===== src/rtl/raid_stripe_store.sv =====
// Rotating-parity stripe storage: NUM_DISKS x DEPTH words with full-stripe read/write,
// single-word corruption injection and a sequential per-disk wipe that models disk failure.
module raid_stripe_store #(
    parameter int NUM_DISKS = 3,
    parameter int DEPTH     = 4,
    parameter int DATA_W    = 12,
    parameter int ADDR_W    = 8,
    parameter int DIDX_W    = $clog2(NUM_DISKS)
) (
    input  logic                            clk,
    input  logic                            reset,
    input  logic                            cmd_valid,
    output logic                            cmd_ready,
    input  logic                            cmd_write,
    input  logic [ADDR_W-1:0]               cmd_addr,
    input  logic [(NUM_DISKS-1)*DATA_W-1:0] cmd_data,
    input  logic [DATA_W-1:0]               cmd_parity,
    input  logic                            inj_valid,
    output logic                            inj_ready,
    input  logic [ADDR_W-1:0]               inj_addr,
    input  logic [DIDX_W-1:0]               inj_slot,
    input  logic [DATA_W-1:0]               inj_data,
    input  logic                            fail_valid,
    input  logic [DIDX_W-1:0]               fail_disk,
    output logic                            rd_valid,
    output logic [(NUM_DISKS-1)*DATA_W-1:0] rd_data,
    output logic [DATA_W-1:0]               rd_parity,
    output logic [ADDR_W-1:0]               rd_addr,
    output logic                            rd_err,
    output logic                            wr_done,
    output logic [NUM_DISKS-1:0]            disk_ok,
    output logic                            busy,
    output logic                            wipe_done
);
    localparam int unsigned ND      = NUM_DISKS;
    localparam int unsigned SLOTS_U = NUM_DISKS - 1;
    localparam int unsigned DEPTH_U = DEPTH;
    localparam int          IDX_W   = (DEPTH > 1) ? $clog2(DEPTH) : 1;
    localparam logic [ADDR_W:0]  DEPTH_A  = (ADDR_W+1)'(DEPTH);
    localparam logic [IDX_W-1:0] LAST_IDX = IDX_W'(DEPTH - 1);

    typedef enum logic {IDLE, WIPE} state_t;
    state_t state, state_nx;

    logic [DATA_W-1:0] mem [NUM_DISKS][DEPTH];
    logic [IDX_W-1:0]  wipe_cnt;
    logic [DIDX_W-1:0] wipe_disk;

    logic [DIDX_W-1:0] cmd_p, inj_p, inj_disk;
    logic [IDX_W-1:0]  cmd_idx, inj_idx;
    logic              cmd_in_range, cmd_rd, cmd_wr;
    logic              inj_hit, fail_req, fail_acc;
    logic [(NUM_DISKS-1)*DATA_W-1:0] rd_data_nx;
    logic [DATA_W-1:0]               rd_parity_nx;

    function automatic logic [DIDX_W-1:0] parity_disk(input logic [ADDR_W-1:0] addr);
        int unsigned a;
        a = 32'(addr);
        return DIDX_W'(a % ND);
    endfunction

    // Data slots fill the physical disks in ascending order, stepping over the parity disk.
    function automatic logic [DIDX_W-1:0] slot_disk(input logic [DIDX_W-1:0] p, input int unsigned k);
        return (k < 32'(p)) ? DIDX_W'(k) : DIDX_W'(k + 1);
    endfunction

    function automatic logic addr_ok(input logic [ADDR_W-1:0] addr);
        return {1'b0, addr} < DEPTH_A;
    endfunction

    always_comb begin
        cmd_ready    = (state == IDLE);
        inj_ready    = (state == IDLE) && !cmd_valid;
        busy         = (state == WIPE);
        cmd_rd       = cmd_valid && cmd_ready && !cmd_write;
        cmd_wr       = cmd_valid && cmd_ready && cmd_write;
        cmd_p        = parity_disk(cmd_addr);
        cmd_idx      = cmd_addr[IDX_W-1:0];
        cmd_in_range = addr_ok(cmd_addr);
        inj_p        = parity_disk(inj_addr);
        inj_disk     = slot_disk(inj_p, 32'(inj_slot));
        inj_idx      = inj_addr[IDX_W-1:0];
        inj_hit      = inj_valid && inj_ready && (32'(inj_slot) < SLOTS_U)
                       && addr_ok(inj_addr) && disk_ok[inj_disk];
        fail_req     = fail_valid && (state == IDLE) && !cmd_valid && !inj_valid;
        fail_acc     = fail_req && (32'(fail_disk) < ND) && disk_ok[fail_disk];
    end

    always_comb begin
        rd_data_nx   = '0;
        rd_parity_nx = '0;
        if (cmd_in_range) begin
            for (int unsigned k = 0; k < SLOTS_U; k++) begin
                if (disk_ok[slot_disk(cmd_p, k)])
                    rd_data_nx[k*DATA_W +: DATA_W] = mem[slot_disk(cmd_p, k)][cmd_idx];
            end
            if (disk_ok[cmd_p])
                rd_parity_nx = mem[cmd_p][cmd_idx];
        end
    end

    always_ff @(posedge clk or posedge reset) begin
        if (reset) state <= IDLE;
        else       state <= state_nx;
    end

    always_comb begin
        state_nx = state;
        case (state)
            IDLE:    if (fail_acc) state_nx = WIPE;
            WIPE:    if (wipe_cnt == LAST_IDX) state_nx = IDLE;
            default: state_nx = IDLE;
        endcase
    end

    always_ff @(posedge clk or posedge reset) begin
        if (reset) begin
            for (int unsigned d = 0; d < ND; d++)
                for (int unsigned w = 0; w < DEPTH_U; w++)
                    mem[d][w] <= '0;
            disk_ok   <= '1;
            wipe_cnt  <= '0;
            wipe_disk <= '0;
            rd_valid  <= 1'b0;
            rd_err    <= 1'b0;
            rd_addr   <= '0;
            rd_data   <= '0;
            rd_parity <= '0;
            wr_done   <= 1'b0;
            wipe_done <= 1'b0;
        end else begin
            rd_valid  <= cmd_rd;
            rd_err    <= cmd_rd && !cmd_in_range;
            rd_addr   <= cmd_rd ? cmd_addr : '0;
            rd_data   <= cmd_rd ? rd_data_nx : '0;
            rd_parity <= cmd_rd ? rd_parity_nx : '0;
            wr_done   <= cmd_wr || inj_hit;
            // A rejected fail still completes immediately so the requester is never left waiting.
            wipe_done <= (fail_req && !fail_acc) || (busy && wipe_cnt == LAST_IDX);
            if (cmd_wr && cmd_in_range) begin
                for (int unsigned k = 0; k < SLOTS_U; k++) begin
                    if (disk_ok[slot_disk(cmd_p, k)])
                        mem[slot_disk(cmd_p, k)][cmd_idx] <= cmd_data[k*DATA_W +: DATA_W];
                end
                if (disk_ok[cmd_p])
                    mem[cmd_p][cmd_idx] <= cmd_parity;
            end
            if (inj_hit)
                mem[inj_disk][inj_idx] <= inj_data;
            if (fail_acc) begin
                disk_ok[fail_disk] <= 1'b0;
                wipe_disk          <= fail_disk;
                wipe_cnt           <= '0;
            end
            if (busy) begin
                mem[wipe_disk][wipe_cnt] <= '0;
                wipe_cnt <= (wipe_cnt == LAST_IDX) ? '0 : wipe_cnt + 1'b1;
            end
        end
    end

endmodule


===== config.mk =====
export PLATFORM = sky130hd
export DESIGN_NAME = raid_stripe_store
export DESIGN_NICKNAME = d
export VERILOG_FILES = /design/src/rtl/raid_stripe_store.sv
export SDC_FILE = /design/constraint.sdc
export NUM_CORES = 1
export LEC_CHECK = 0
export CAP_MARGIN = 20
export CELL_PAD_IN_SITES_DETAIL_PLACEMENT = 0
export CELL_PAD_IN_SITES_GLOBAL_PLACEMENT = 2
export CORE_MARGIN = 2
export CORE_UTILIZATION = 39
export CTS_CLUSTER_SIZE = 28
export DETAILED_ROUTE_END_ITERATION = 8
export PLACE_DENSITY = 0.95
export RECOVER_POWER = 25
export SYNTH_ARGS = -nofsm -noshare
export SYNTH_HDL_FRONTEND = slang
export SYNTH_SLANG_ARGS = --single-unit

===== constraint.sdc =====
create_clock -name clk -period 14.2 [get_ports clk]
set_input_delay 1.42 -clock clk [delete_from_list [all_inputs] [get_ports clk]]
set_output_delay 1.42 -clock clk [all_outputs]
set_load 0.01 [all_outputs]

==> results_dict.tcl, run 1 <==
set metrics [dict create \
    drtIter0Drc 1441 \
    dr.pass1.iters 6 \
    ios 128 \
    ys_top_cells_by_area "dfrtp_1, mux2i_1, nand2_1" \
    dieHeight_um 194.2 \
    nets 1673 \
    grt_pass1_vias 12644 \
    tightest_slew_ps 4341 \
    gr-usage-all-layers_pct 25.88 \
    synth_seq_area_share_pct 35.49 \
    synth_common_cells "nand2_1, dfrtp_1, o21ai_0" \
    cts_tree "done" \
    coreArea_mm2 0.03557 \
    cts_root_buffer "clkbuf_16" \
    r2r_cells 8 \
    gp_congestion 0.9067 \
    hp-class "reg2reg" \
    dpl_cell_area_mm2 0.01533 \
    cts.sinks 200 \
    finalHoldViolCount 0 \
    worstHoldStart "mem[23]" \
    cts_made_buffers 17 \
    portBuffers 127 \
    timing.rr.end "mem[25]" \
    initial_core_util_pct 39.67 \
    num-fill-cells 3484 \
    viasPerCell 6.349 \
    avgSynthCellArea_um2 8.836 \
    synth_edf_count 0 \
    row_count 69 \
    post-cts-setup-buffers 0 \
    synth_cells 1597 \
    area_growth_pct 13.46 \
    status "finished, violations left" \
    die_w_um 194.2 \
    cp.required_ps 14590 \
    wl_per_cell_um 23.95 \
    crit_fanout 39 \
    ys_ff_latch 200 \
    drv_cap 1 \
    hold_buffers 0 \
    clk_latency_ps 460 \
    synth_top_area_share_pct 34.94 \
    cts_resized 0 \
    antenna_left 0 \
    hold_path_end "mem[23]" \
    clockBufferDepth 2 \
    r2r-start "busy" \
    die-area_mm2 0.03772 \
    post-route-drc-count 0 \
    fin_area_mm2 0.01601 \
    p_per_area_mw_per_mm2 97.68 \
    yosysWarningCount 0 \
    drt-total-wl_um 49430 \
    routed-via-count 13104 \
    grt_pass1_wl_um 77050 \
    rsz0062_at_grt "false" \
    slew_headroom_pct -191.0 \
    finalPower_mw 1.564 \
    fin_skew_ps 22.38 \
    yosysTopAreaCell "dfrtp_1" \
    htree_levels 4 \
    syn_nets 1682 \
    finalSetupViolCount 0 \
    ys_types 95 \
    clkTransAtPathRegs_ps 80 \
    synthesis.area_mm2 0.01411 \
    drive_gt1_share_pct 9.494 \
    dp.cells 2026 \
    grt_max_degree 97 \
    critPathCaptureType "flop" \
    utilization_pct 45.01 \
    fin_crit_sh_pct 64.79 \
    crit_type "in2reg" \
    synth_ff_type "dfrtp_1" \
    whs_path_depth 2 \
    place_hpwl_um 34500 \
    antenna_found_initial 2 \
    fin_setup_tns_ps 0 \
    fin_crit_ps 9200 \
    failed_checks "max-capacitance violations, max-slew violations" \
    fmax_mhz 108.7 \
    yosysMostFrequentCell "nand2_1" \
    async_flop_share_pct 100.0 \
    fin_cells 2064 \
    regArea_mm2 0.005009 \
    power.leakage_nw 6.579 \
    peakVddDrop_mv 0.08457 \
    multi_input_area_mm2 0.008269 \
    r2r_slack_ps 10070 \
    cp.arrival_ps 9590 \
    crit_path_start_kind "input pin" \
    grt-ovfl-total 0 \
    slew_violations 97 \
]
## placed cells by master, fill, tap and decap left out, types with 6 or more instances in the layout
| cell type | Yosys | final |
|---|---|---|
| nor3_1 | 21 | 21 |
| nand3_1 | 44 | 44 |
| o211a_1 | 10 | 10 |
| nand2_1 | 236 | 236 |
| inv_6 | 0 | 6 |
| and2_1 | 24 | 18 |
| a22o_1 | 37 | 37 |
| o221ai_1 | 39 | 39 |
| a311oi_1 | 11 | 11 |
| clkdlybuf4s50_1 | 0 | 121 |
| a21o_1 | 17 | 17 |
| nand3b_1 | 8 | 8 |
| mux4_2 | 36 | 36 |
| o311a_1 | 14 | 14 |
| a21oi_1 | 118 | 118 |
| nor2_1 | 70 | 70 |
| dfrtp_1 | 197 | 197 |
| buf_4 | 11 | 18 |
| a211oi_1 | 38 | 38 |
| nand4_1 | 10 | 10 |
| o211ai_1 | 8 | 8 |
| inv_1 | 17 | 16 |
| nor3_2 | 13 | 13 |
| clkbuf_16 | 0 | 17 |
| o31a_1 | 25 | 25 |
| and3_1 | 21 | 21 |
| ha_1 | 11 | 11 |
| o21ai_0 | 131 | 131 |
| and2_0 | 0 | 6 |
| nor2b_1 | 12 | 12 |
| o211ai_2 | 8 | 8 |
| o22ai_1 | 15 | 15 |
| a31oi_1 | 17 | 17 |
| o21a_1 | 18 | 18 |
| mux2i_1 | 89 | 89 |
## metal layers
metal	global-route usage, %	part of all wire, %	routed length, um	up-vias
met3	5.879	8.7	4293	86
met1	36.65	44	21990	6458
li1	-	-	-	5931
met4	7.941	1.9	962	0
met2	39.32	45	22180	629
met5	0	0	0	-
## cells by family after synthesis
logic type / after synthesis / share of synthesized area [%]
DFF: 200 / 35.49
adders and majority gates: 12 / 1.046
and+or+nand+nor: 505 / 17.56
muxes: 127 / 12.24
xor gates and xnor gates: 5 / 0.3103
AOI/OAI and AO/OA: 553 / 27.36
buffers and inverters: 195 / 5.994
## report_power, final
group	switching, mW	internal, mW	total (mW)
clock network	0.258	0.254	0.512
logic	0.286	0.154	0.440
registers	0.0237	0.588	0.612
total	0.568	0.995	1.56
## through the flow
| step | worst slack (ps) | hold slack (ps) |
|---|---|---|
| finish | 5000 | 567.2 |
| global route | 4327 | 586.2 |
| CTS | 5115 | 566.1 |
| detailed placement | 4679 | 542.8 |
| global placement | 4836 | 533.3 |
| floorplan | 6764 | 509.4 |
## how the worst max path moves through the flow
stage               end  cells past startpoint         from  slack, ps
3_5_place_dp    mem[91]                     26  inj_addr[7]       4680
4_1_cts         mem[91]                     26  inj_addr[7]       5110
6_report        mem[91]                     26  inj_addr[7]       5000
5_1_grt         mem[91]                     26  inj_addr[7]       4330
3_3_place_gp    mem[90]                     26  inj_addr[7]       4840
2_1_floorplan  mem[122]                     29  inj_addr[6]       6760
## critical path, cell delays in order
cell and delay [ps]:
clkdlybuf4s50_1 700, ha_1 510, and4bb_2 280, o221ai_2 290, nand2_1 170, and3_1 190
or3_1 340, ha_1 250, nor4_1 380, xnor2_1 140, ha_1 220, nor3_1 190
nand3_1 100, a2bb2oi_1 180, a21oi_2 250, mux2i_1 230, ha_1 270, nor2_1 230
nor2b_1 90, nor2b_1 150, a21oi_1 140, nor2_1 80, nor4_1 890, nand3b_4 650
nor2_1 990, a22o_1 270
## flip-flops by register name, summed over array words and instances (netlist names)
signal and flops:
busy 1, wipe_disk 2, rd_err 1, rd_data 24, disk_ok 3, rd_parity 12
wr_done 1, mem 144, wipe_done 1, wipe_cnt 2, rd_valid 1, rd_addr 8
## cell type report
type	count	area share, %
tap	461	3.603
inverter	18	0.4298
timing repair buffer	149	9.222
clock buffer	18	2.681
antenna	2	0.03126
sequential	200	31.28
multi-input combinational	1202	51.65
clock inverter	14	1.102
Note: power is estimated with default switching activity, not from simulation.
==> inputs of run 2 (changes only) <==
Settings changed: CORE_UTILIZATION 39 to 33, PLACE_DENSITY 0.95 to 0.88.
Clock period 14.2 ns to 7.6 ns, I/O delays scaled along.
==> run 2 against run 1 <==
Critical endpoint is now mem[4]. Count of clock-buffer cells in the layout decreased by 1. Non-clock buffer count increased by 19. The flow still finishes with violations (max-capacitance violations, max-slew violations). Combinational power up 89%. Cell area grew 1.5%. Global-route usage is 2.9 points lower.
==> results_dict.tcl, run 2 (same netlist as run 1, synthesis figures left out) <==
set metrics [dict create \
    antenna_left 0 \
    pre_cts_slack_ps 82.28 \
    clkTransAtPathRegs_ps 90 \
    die_w_um 210.8 \
    largestRegisters "mem x144, rd_data x24, rd_parity x12" \
    finalPower_mw 2.952 \
    cts_root_buffer "clkbuf_16" \
    cts_tree "done" \
    area_growth_pct 15.14 \
    clk_latency_ps 480 \
    rsz0062_at_grt "false" \
    gp_congestion 0.8969 \
    wl_per_cell_um 23.41 \
    post-cts-setup-buffers 0 \
    crit_path_start_kind "input pin" \
    hp-class "reg2reg" \
    drv_cap 1 \
    htree_levels 4 \
    ios 128 \
    cp.required_ps 8000 \
    regArea_mm2 0.005009 \
    row_count 75 \
    finalSetupViolCount 0 \
    setup_ws_ps 703.4 \
    worstHoldStart "mem[23]" \
    grt_pass1_wl_um 79150 \
    status "finished, violations left" \
    crit_type "in2reg" \
    clockBufferDepth 2 \
    whs_path_depth 2 \
    mostFrequentLayoutCells "nand2_1, dfrtp_1, o21ai_0" \
    cts_made_buffers 17 \
    r2r_slack_ps 4140 \
    p_per_area_mw_per_mm2 181.7 \
    num-fill-cells 4227 \
    fin_skew_ps 22.65 \
    multi_input_area_mm2 0.008282 \
    fin_area_mm2 0.01625 \
    finalHoldViolCount 0 \
    dpl_cell_area_mm2 0.01561 \
    r2r-start "busy" \
    timing.rr.end "mem[139]" \
    final_common_cell "nand2_1" \
    die-area_mm2 0.04443 \
    portBuffers 127 \
    initial_core_util_pct 33.57 \
    failed_checks "max-capacitance violations, max-slew violations" \
    largest_reg_flops 144 \
    power.leakage_nw 6.673 \
    drtIter0Drc 1401 \
    dieHeight_um 210.8 \
    fin_crit_ps 6897 \
    nets 1692 \
    grt_pass1_vias 12999 \
    fmax_mhz 145.0 \
    cts.sinks 200 \
    drive_gt1_share_pct 10.68 \
    fin_hold_ws_ps 565.8 \
    post-route-drc-count 0 \
    r2r_cells 10 \
    drt-total-wl_um 50610 \
    routed-via-count 13216 \
    viasPerCell 6.113 \
    antenna_found_initial 3 \
    place_hpwl_um 36000 \
    crit_start "inj_addr[4]" \
    dr.pass1.iters 6 \
    peakVddDrop_mv 0.1163 \
    coreArea_mm2 0.04204 \
    fin_setup_tns_ps 0 \
    slew_violations 131 \
    hold_path_end "mem[23]" \
    cp.arrival_ps 7300 \
    gr-usage-all-layers_pct 22.94 \
    slew_headroom_pct -239.4 \
    crit_fanout 12 \
    critPathCaptureType "flop" \
    grt_max_degree 131 \
    fin_crit_sh_pct 90.74 \
    top_register "mem" \
    grt-ovfl-total 0 \
    tightest_slew_ps 5091 \
]
-- run 2: cell count changes in the layout (fill, tap and decap cells not counted), sizes merged --
cell           before  now
buf                23   42
clkdlybuf4s50     121  123
dlygate4sd3         4    2
clkbuf             19   18
clkinv              7    8
diode               2    3
-- run 2: through the flow --
| stage | utilization, % | std cells |
|---|---|---|
| 3_3_place_gp | 37.12 | 2126 |
| 5_1_grt | 38.65 | 2162 |
| 2_1_floorplan | - | 1597 |
| 4_1_cts | 38.63 | 2159 |
| 6_report | 38.65 | 2162 |
| 3_5_place_dp | 37.13 | 2127 |
-- run 2: final cells by class --
cell class / instances / share of cell area, %
diodes: 3 / 0.04620
well taps: 539 / 4.151
flip-flops and latches: 200 / 30.83
clock buffers: 17 / 2.618
repair buffers: 168 / 9.726
inverters: 18 / 0.4158
multi-input cells: 1202 / 50.97
clock inverters: 15 / 1.247
-- run 2: worst max-delay path by stage --
stage	to	slack (ps)	cells past startpoint
2_1_floorplan	mem[122]	820	29
3_3_place_gp	mem[1]	310	27
3_5_place_dp	mem[7]	80	27
4_1_cts	mem[6]	580	27
5_1_grt	mem[1]	160	28
6_report	mem[4]	700	28
-- run 2: what timing repair did --
action / in CTS / in global routing
hold buffers: 0 / 0
setup endpoints to repair: 0 / 12
endpoints found under the hold margin: 0 / 0
resized for setup: 0 / 2
-- run 2: power breakdown --
group | total [mW] | switching, mW | internal [mW]
clock | 0.979 | 0.500 | 0.479
sequential | 1.14 | 0.0442 | 1.10
combinational | 0.830 | 0.542 | 0.288
total | 2.95 | 1.09 | 1.87
-- run 2: worst max-delay path, cell delays in order --
cell and delay (ps):
clkdlybuf4s50_1 630, xnor2_2 390, a311oi_2 220, and2_1 270, and3_1 210, or3_1 350
ha_1 260, nor4_1 370, xnor2_1 150, ha_1 220, nor3_1 190, nand3_1 100
a2bb2oi_1 180, a21oi_2 270, mux2i_1 260, ha_1 280, nor2_1 220, nor2b_1 90
nor2b_1 140, a21oi_1 140, nor2_1 80, nor4_1 290, buf_4 200, nor2b_1 320
nor2b_1 200, buf_4 240, a211oi_1 80, a21oi_1 160
-- run 2: routing by layer --
| metal | vias up | global-route usage (%) | share of wire, % |
|---|---|---|---|
| li1 | 5954 | - | - |
| met1 | 6483 | 32.36 | 45 |
| met2 | 700 | 35.50 | 45 |
| met3 | 79 | 4.356 | 8.4 |
| met4 | 0 | 7.309 | 2.0 |
| met5 | - | 0 | 0 |
==> inputs of run 3 (changes only) <==
Settings changed: MAX_ROUTING_LAYER set to met4.
==> run 3 against run 2 <==
The run still ends with max-capacitance violations, max-slew violations left. Setup slack got worse by 260 ps. Combinational power is essentially flat. Wire length grew 0.87%. Clock skew is 3.9 ps lower. Count of clock-buffer cells in the layout rose by 2. Fmax decreased by 3.6%. Die area did not move. Sequential share of layout area is 0.10 points higher. Critical path depth is 1 lower. Critical path type unchanged.
==> results_dict.tcl, run 3 (same netlist as run 1, synthesis figures left out) <==
set metrics [dict create \
    crit_start "inj_addr[4]" \
    largest_reg_flops 144 \
    crit_fanout 12 \
    rsz0062_at_grt "false" \
    slew_headroom_pct -256.9 \
    failed_checks "max-capacitance violations, max-slew violations" \
    drv_cap 1 \
    antenna_found_initial 2 \
    cp.required_ps 7940 \
    nets 1693 \
    dpl_cell_area_mm2 0.01562 \
    setup_ws_ps 446.2 \
    cts_resized 0 \
    place_hpwl_um 36200 \
    mostFrequentLayoutCells "nand2_1, dfrtp_1, o21ai_0" \
    finalHoldViolCount 0 \
    cts_made_buffers 17 \
    clk_latency_ps 470 \
    fin_area_mm2 0.01620 \
    peakVddDrop_mv 0.1114 \
    grt_pass1_vias 12957 \
    ios 128 \
    cts_tree "done" \
    drive_gt1_share_pct 10.56 \
    die_w_um 210.8 \
    gp_congestion 0.8831 \
    status "finished, violations left" \
    drtIter0Drc 1524 \
    die-area_mm2 0.04443 \
    gr-usage-all-layers_pct 23.94 \
    coreArea_mm2 0.04204 \
    htree_levels 4 \
    wl_per_cell_um 23.62 \
    critPathCaptureType "flop" \
    routed-via-count 13096 \
    worstHoldStart "mem[23]" \
    power.leakage_nw 6.657 \
    fin_crit_ps 7154 \
    post-route-drc-count 0 \
    cp.arrival_ps 7500 \
    initial_core_util_pct 33.57 \
    fin_crit_sh_pct 94.13 \
    finalSetupViolCount 0 \
    clockBufferDepth 2 \
    final_common_cell "nand2_1" \
    p_per_area_mw_per_mm2 180.8 \
    row_count 75 \
    portBuffers 127 \
    drt-total-wl_um 51050 \
    slew_violations 131 \
    largestRegisters "mem x144, rd_data x24, rd_parity x12" \
    top_register "mem" \
    grt_pass1_wl_um 79850 \
    finalPower_mw 2.928 \
    hp-class "reg2reg" \
    area_growth_pct 14.77 \
    viasPerCell 6.060 \
    clkTransAtPathRegs_ps 80 \
    fin_skew_ps 18.72 \
    fin_setup_tns_ps 0 \
    crit_path_start_kind "input pin" \
    grt_max_degree 131 \
    tightest_slew_ps 5354 \
    crit_type "in2reg" \
    antenna_left 0 \
    cts.sinks 200 \
    pre_cts_slack_ps 101.8 \
    grt-ovfl-total 0 \
    r2r-start "busy" \
    dr.pass1.iters 6 \
    post-cts-setup-buffers 0 \
    hold_buffers 0 \
    fmax_mhz 139.8 \
    cts_root_buffer "clkbuf_16" \
    dieHeight_um 210.8 \
]
## run 3: worst paths after layout
kind / end / slack (ps) / cells past startpoint
hold reg to reg: mem[23] / 560 / 2
hold / removal: mem[23] / 560 / 2
setup / recovery: mem[4] / 450 / 27
min in group asynchronous: rd_data[19] / 2730 / 2
setup reg to reg: mem[139] / 4160 / 10
max in group asynchronous: mem[26] / 1770 / 2
## run 3: layout make-up
cell class                      instances  area, um^2
Clock inverter                         12       130.1
Tap cell                              539       674.4
Multi-Input combinational cell       1202        8269
Inverter                               18       67.56
Sequential cell                       200        5009
Clock buffer                           19       452.9
Timing Repair Buffer                  169        1588
Antenna cell                            2       5.005
Fill cell                            4242       25840
## run 3: metrics by stage
stage / utilization [%] / hold slack [ps] / cells
4_1_cts: 38.54 / 567.3 / 2159
6_report: 38.52 / 558.4 / 2161
3_3_place_gp: 37.12 / 535.8 / 2126
2_1_floorplan: - / 509.4 / 1597
3_5_place_dp: 37.15 / 549.0 / 2128
5_1_grt: 38.52 / 599.8 / 2161
## run 3: worst max-delay path: stages
cell and delay (ps):
clkdlybuf4s50_1 600, xnor2_1 480, a311oi_2 240, and2_1 280, and3_1 220, or3_1 350, ha_1 260, nor4_1 360
xnor2_1 130, ha_1 220, nor3_1 190, nand3_1 100, a2bb2oi_1 180, a21oi_2 250, mux2i_1 240, ha_1 270
nor2_1 230, nor2b_1 100, nor2b_1 150, a21oi_1 130, nor2_1 70, nor4_1 280, buf_4 200, nor2b_1 340
nand3_1 450, o21ai_0 350, a21oi_1 70
## run 3: layer usage
metal  vias up  wire (um)  global-route usage, %
li1       5974          -                      -
met1      6443      22840                  32.79
met2       602      23250                  36.38
met3        77       4083                  4.401
met4         0        879                  6.532
met5         -          0                      -
## run 3: power by group
| part | internal [mW] | switching [mW] |
|---|---|---|
| logic | 0.290 | 0.539 |
| registers | 1.10 | 0.0447 |
| clock network | 0.480 | 0.476 |
